===== config.mk =====
export PLATFORM = sky130hd
export DESIGN_NAME = axi_ad9162_dac_buffer
export DESIGN_NICKNAME = d
export VERILOG_FILES = /design/src/rtl/axi_ad9162_dac_buffer.sv
export SDC_FILE = /design/constraint.sdc
export NUM_CORES = 2
export LEC_CHECK = 0
export ABC_AREA = 0
export BUFFER_PORTS_ARGS = -buffer_cell sky130_fd_sc_hd__buf_2
export CAP_MARGIN = 15
export CELL_PAD_IN_SITES_DETAIL_PLACEMENT = 1
export CELL_PAD_IN_SITES_GLOBAL_PLACEMENT = 2
export CORE_ASPECT_RATIO = 1.25
export CORE_MARGIN = 2
export CORE_UTILIZATION = 35
export DETAILED_ROUTE_END_ITERATION = 16
export PLACE_DENSITY_LB_ADDON = 0.1
export SYNTH_ARGS = -nofsm -noshare
export SYNTH_HDL_FRONTEND = slang
export SYNTH_SLANG_ARGS = --single-unit

===== constraint.sdc =====
create_clock -name dac_clk -period 53.3 [get_ports dac_clk]
set_input_delay 10.66 -clock dac_clk [delete_from_list [all_inputs] [get_ports dac_clk]]
set_output_delay 10.66 -clock dac_clk [all_outputs]
set_load 0.1 [all_outputs]

===== src/rtl/axi_ad9162_dac_buffer.sv =====
// Elastic prefill buffer between the DMA stream and the AD9162 DAC core (dac_clk domain).
// Optional underflow counter port unf_count: define AXI_AD9162_DAC_BUFFER_UNF_COUNT_EN.
module axi_ad9162_dac_buffer #(
  parameter int unsigned DATA_WIDTH = 256,
  parameter int unsigned ADDR_WIDTH = 4,
  parameter int unsigned PREFILL    = 8
) (
  input  logic                  dac_clk,
  input  logic                  dac_rstn,
  input  logic                  dac_enable,
  input  logic                  s_valid,
  input  logic [DATA_WIDTH-1:0] s_data,
  output logic                  s_ready,
  input  logic                  dac_valid,
  output logic [DATA_WIDTH-1:0] dac_ddata,
  output logic                  dac_dunf,
  output logic [ADDR_WIDTH:0]   fifo_level,
  output logic                  prefilled
`ifdef AXI_AD9162_DAC_BUFFER_UNF_COUNT_EN
  ,
  output logic [31:0]           unf_count
`endif
);

  localparam int unsigned DEPTH = 2 ** ADDR_WIDTH;
  localparam int unsigned LW    = ADDR_WIDTH + 1;

  typedef enum logic [1:0] {
    ST_IDLE    = 2'd0,
    ST_PREFILL = 2'd1,
    ST_RUN     = 2'd2
  } state_e;

  state_e                  state_q, state_d;
  logic [ADDR_WIDTH-1:0]   wr_ptr_q, wr_ptr_d;
  logic [ADDR_WIDTH-1:0]   rd_ptr_q, rd_ptr_d;
  logic [LW-1:0]           level_q, level_d;
  logic [DATA_WIDTH-1:0]   ddata_q, ddata_d;
  logic                    dunf_q, dunf_d;
  logic [DATA_WIDTH-1:0]   mem_q [DEPTH];

  logic                    wr_en;
  logic                    rd_en;
  logic                    unf_ev;
  logic                    run;

  // Level (not pointer equality) decides full/empty, so a full FIFO is never seen as empty.
  assign s_ready = dac_rstn & dac_enable & (level_q != LW'(DEPTH));
  assign wr_en   = s_valid & s_ready;
  assign run     = dac_enable & (state_q == ST_RUN);
  assign rd_en   = run & dac_valid & (level_q != '0);
  assign unf_ev  = run & dac_valid & (level_q == '0);

  // Next-state: prefill gate on registered level, enable low forces idle.
  always_comb begin
    state_d = state_q;
    case (state_q)
      ST_IDLE:    state_d = ST_PREFILL;
      ST_PREFILL: if (level_q >= LW'(PREFILL)) state_d = ST_RUN;
      ST_RUN:     state_d = ST_RUN;
      default:    state_d = ST_IDLE;
    endcase
    if (!dac_enable) state_d = ST_IDLE;
  end

  // Pointers, occupancy and the registered core-side output word.
  always_comb begin
    wr_ptr_d = wr_ptr_q;
    rd_ptr_d = rd_ptr_q;
    level_d  = level_q;
    ddata_d  = ddata_q;
    dunf_d   = unf_ev;

    if (wr_en) wr_ptr_d = wr_ptr_q + ADDR_WIDTH'(1);
    if (rd_en) rd_ptr_d = rd_ptr_q + ADDR_WIDTH'(1);

    case ({wr_en, rd_en})
      2'b10:   level_d = level_q + LW'(1);
      2'b01:   level_d = level_q - LW'(1);
      default: level_d = level_q;
    endcase

    if (state_q != ST_RUN) begin
      ddata_d = '0;
    end else if (rd_en) begin
      ddata_d = mem_q[rd_ptr_q];
    end else if (unf_ev) begin
      ddata_d = '0;
    end

    if (!dac_enable) begin
      wr_ptr_d = '0;
      rd_ptr_d = '0;
      level_d  = '0;
      ddata_d  = '0;
      dunf_d   = 1'b0;
    end
  end

  always_ff @(posedge dac_clk) begin
    if (!dac_rstn) begin
      state_q  <= ST_IDLE;
      wr_ptr_q <= '0;
      rd_ptr_q <= '0;
      level_q  <= '0;
      ddata_q  <= '0;
      dunf_q   <= 1'b0;
    end else begin
      state_q  <= state_d;
      wr_ptr_q <= wr_ptr_d;
      rd_ptr_q <= rd_ptr_d;
      level_q  <= level_d;
      ddata_q  <= ddata_d;
      dunf_q   <= dunf_d;
    end
  end

  // Storage array carries no reset; contents are only read behind a valid level.
  always_ff @(posedge dac_clk) begin
    if (wr_en) mem_q[wr_ptr_q] <= s_data;
  end

  assign dac_ddata  = ddata_q;
  assign dac_dunf   = dunf_q;
  assign fifo_level = level_q;
  assign prefilled  = (state_q == ST_RUN);

`ifdef AXI_AD9162_DAC_BUFFER_UNF_COUNT_EN
  logic [31:0] unf_count_q, unf_count_d;

  // Saturating count of missed requests, cleared whenever the channel idles.
  always_comb begin
    unf_count_d = unf_count_q;
    if (unf_ev && (unf_count_q != 32'hFFFF_FFFF)) unf_count_d = unf_count_q + 32'd1;
    if (!dac_enable) unf_count_d = '0;
  end

  always_ff @(posedge dac_clk) begin
    if (!dac_rstn) unf_count_q <= '0;
    else           unf_count_q <= unf_count_d;
  end

  assign unf_count = unf_count_q;
`endif

endmodule

==> results.py <==
metrics = {
    "setup_path": {
        "cpPeakStageDelay_ps": 450,
        "worstSetupStartpointType": "input port",
        "path_cells": "buf_2 -> nand2_1 -> nor2_1 -> buf_2",
        "critPathArrivalTime_ps": 11780,
        "critPathMostFrequentCell": "buf_2",
        "end_kind": "output pin",
        "crit_family": "buffers and inverters",
        "critPathMaxFanout": 13,
        "cpMaxStageDelayCell": "buf_2",
        "crit_buf_inv": 2,
        "critPathKind": "in2out",
        "critPathRequiredTime_ps": 42640,
    },
    "timing": {
        "hold_violations": 0,
        "fin_hold_ws_ps": 494.2,
        "tightest_slew_ps": 1205,
        "fmax_ghz": 0.04457,
        "slew_viol_final": 0,
        "fin_worst_skew_ps": 62.29,
        "slew_headroom": 0.1964,
        "finalSetupViolations": 0,
        "period_share": 0.4209,
        "worst_slack_ps": 30860,
        "rsz0062_at_grt": "no",
        "fin_tns_setup_ps": 0,
        "post-route-min-period_ps": 22440,
    },
    "power": {
        "p_leak_nw": 57.92,
        "cellPowerDensity_nw_per_um2": 36.88,
        "peakVddDrop_uv": 28.73,
        "power_mw": 6.983,
    },
    "cts": {
        "insertion_delay_ps": 1040,
        "cts_hold_buf": 0,
        "cts_buffers": 456,
        "clkTransAtPathRegs_ps": 60,
        "clock-sinks": 4372,
        "clockBufferDepth": 4,
        "root_buffer": "clkbuf_16",
        "postCtsSetupBuffers": 0,
        "cts_resized": 0,
        "cts_tree": "done",
        "htree_levels": 5,
    },
    "floorplan": {
        "fp.dieArea_sq_um": 475100,
        "start_util": 0.3512,
        "core_region_area_sq_um": 468000,
        "io_pins": 525,
        "num_rows": 281,
        "dieWidth_um": 616.9,
        "fp.dieH_um": 770.1,
    },
    "logic_synthesis": {
        "synth_cells": 7931,
        "seq_area_frac_synth": 0.7821,
        "ys_warn_count": 0,
        "synth-edff-count": 4096,
        "synth_seq_cells": 4372,
        "async_flop_share": 0,
        "syn_avg_cell_area_sq_um": 20.72,
        "syn_nets": 8203,
        "synth.distinct_cells": 47,
        "syn_area_sq_um": 164300,
        "yosys_most_used_dff": "edfxtp_1",
    },
    "global_routing": {
        "antenna_found_initial": 144,
        "grt_pass1_vias": 89610,
        "grt_start_max_net_pins": 107,
        "track_usage": 0.2010,
        "grt_pass1_wl_mm": 684.4,
        "globalRouteOverflowTotal": 0,
    },
    "routing": {
        "first_pass_iters": 5,
        "via_per_inst": 5.331,
        "num_vias": 81360,
        "routed_wl_mm": 482.3,
        "avgRoutedWirePerCell_um": 31.60,
        "drc_errors": 0,
        "drtIter0Drc": 5919,
        "final_antenna_net_count": 0,
    },
    "place": {
        "pre_cts_ws_ps": 30850,
        "hpwl_mm": 247.2,
        "io_buffers": 524,
        "placed_area_sq_um": 174500,
        "dp.cells": 14370,
        "gp_routability_congestion": 0.7052,
    },
    "layout": {
        "syn_to_final_growth_pct": 15.22,
        "fin_area_sq_um": 189400,
        "stdcell_count": 15260,
        "final_util": 0.4046,
        "drive_above_1_share": 0.2717,
        "nets": 8871,
    },
    "flow_run": {
        "maxCapViolCount": 0,
    },
    "outcome": {
        "status": "complete, no violations",
    },
    "hold_path": {
        "min_path_type": "reg2reg",
    },
}
[cell usage after synthesis (2+ instances only)]
cell | n | share of area
xor2_1 | 5 | 0.00027
nand2_1 | 17 | 0.00039
o21a_1 | 2 | 0.000091
mux2i_1 | 484 | 0.029
a22oi_1 | 257 | 0.012
mux4_2 | 580 | 0.079
a21oi_1 | 4 | 0.00012
inv_2 | 2 | 0.000046
nor2_1 | 25 | 0.00057
nor2b_1 | 3 | 0.00011
buf_2 | 123 | 0.0037
nand4_1 | 2 | 0.000076
nand3_1 | 4 | 0.00012
clkbuf_1 | 294 | 0.0067
o21ai_1 | 391 | 0.012
nand2b_1 | 4 | 0.00015
a2bb2oi_1 | 443 | 0.024
inv_1 | 7 | 0.00016
a32oi_1 | 2 | 0.00011
ha_1 | 11 | 0.00084
buf_6 | 4 | 0.00027
o21ai_0 | 87 | 0.0026
nor3_1 | 7 | 0.00021
o2111ai_1 | 2 | 0.00011
o22ai_1 | 222 | 0.0085
buf_1 | 35 | 0.00080
a211oi_2 | 2 | 0.00015
edfxtp_1 | 4096 | 0.75
buf_4 | 45 | 0.0021
mux2_2 | 477 | 0.033
dfxtp_1 | 276 | 0.034
or3_1 | 2 | 0.000076
and2_1 | 2 | 0.000076
[sequential cells by signal, summed over array words and instances, names as in the netlist, named ones only]
register / count
mem_q: 4096
state_q: 2
rd_ptr_q: 4
dac_dunf: 1
dac_ddata: 256
wr_ptr_q: 4
fifo_level: 5
[path summary, 6_finish.rpt]
| kind | cells after the start | slack (ps) | to | from |
|---|---|---|---|---|
| worst max-delay path | 4 | 30860 | s_ready | dac_enable |
| worst min-delay path | 2 | 490 | dac_ddata[243] | dac_ddata[243] |
| worst max register to register | 10 | 46910 | dac_ddata[54] | flop |
| worst min register to register | 2 | 490 | dac_ddata[243] | dac_ddata[243] |
[metal layers]
| layer | GRT usage | share of wire | up-vias | routed length, um |
|---|---|---|---|---|
| met5 | 0 | 0.00091 | - | 439 |
| met4 | 0.04473 | 0.022 | 68 | 10660 |
| met3 | 0.03561 | 0.047 | 690 | 22770 |
| met2 | 0.3605 | 0.52 | 1602 | 249900 |
| met1 | 0.2522 | 0.41 | 44470 | 198600 |
| li1 | - | - | 34530 | - |
[worst min-delay path, stage by stage, from the launching register on]
cell     delay (ps)
dfxtp_1         330
a22oi_1          80
nand2_1          60
[layout by cell type, fill, tap and decap left out, drive strengths merged, types with 2 or more instances in the layout]
cell type     n
a211oi        2
a21oi         4
a22oi       257
a2bb2oi     443
a32oi         2
and2          2
buf         711
bufinv       29
clkbuf      642
clkinv      160
clkinvlp     12
dfxtp       276
diode        45
edfxtp     4096
ha           11
inv          16
mux2        477
mux2i       484
mux4        580
nand2        17
nand2b        4
nand3         4
nand4         2
nor2         25
nor2b         3
nor3          7
o2111ai       2
o21a          2
o21ai       479
o22ai       222
or2           2
or3           2
xor2          5
[area by class of cell]
cell class	count	area, sq um
diodes	45	112.6
clock buffers	642	12630
clock inverters	208	2122
fillers	43990	278600
inverters	9	33.78
multi-input cells	3049	33700
flip-flops and latches	4372	128500
well taps	6226	7790
repair buffers	711	4434
[power by group]
group	internal (mW)	switching, mW
sequential	3.76	0.00172
clock	1.79	1.36
combinational	0.0142	0.0571
total	5.56	1.42
[cells by family (layout without fill, tap and decap cells)]
logic type,after synthesis,after routing,share of synthesized area
compound gates,1420,1420,0.05934
xor+xnor,6,6,0.0003198
fa+ha+maj,11,11,0.0008375
buf+inv,510,1570,0.01380
flops,4372,4372,0.7821
mux,1541,1541,0.1416
other cells,0,45,0
simple gates,71,71,0.001995
Note: power is estimated with default switching activity, not from simulation.
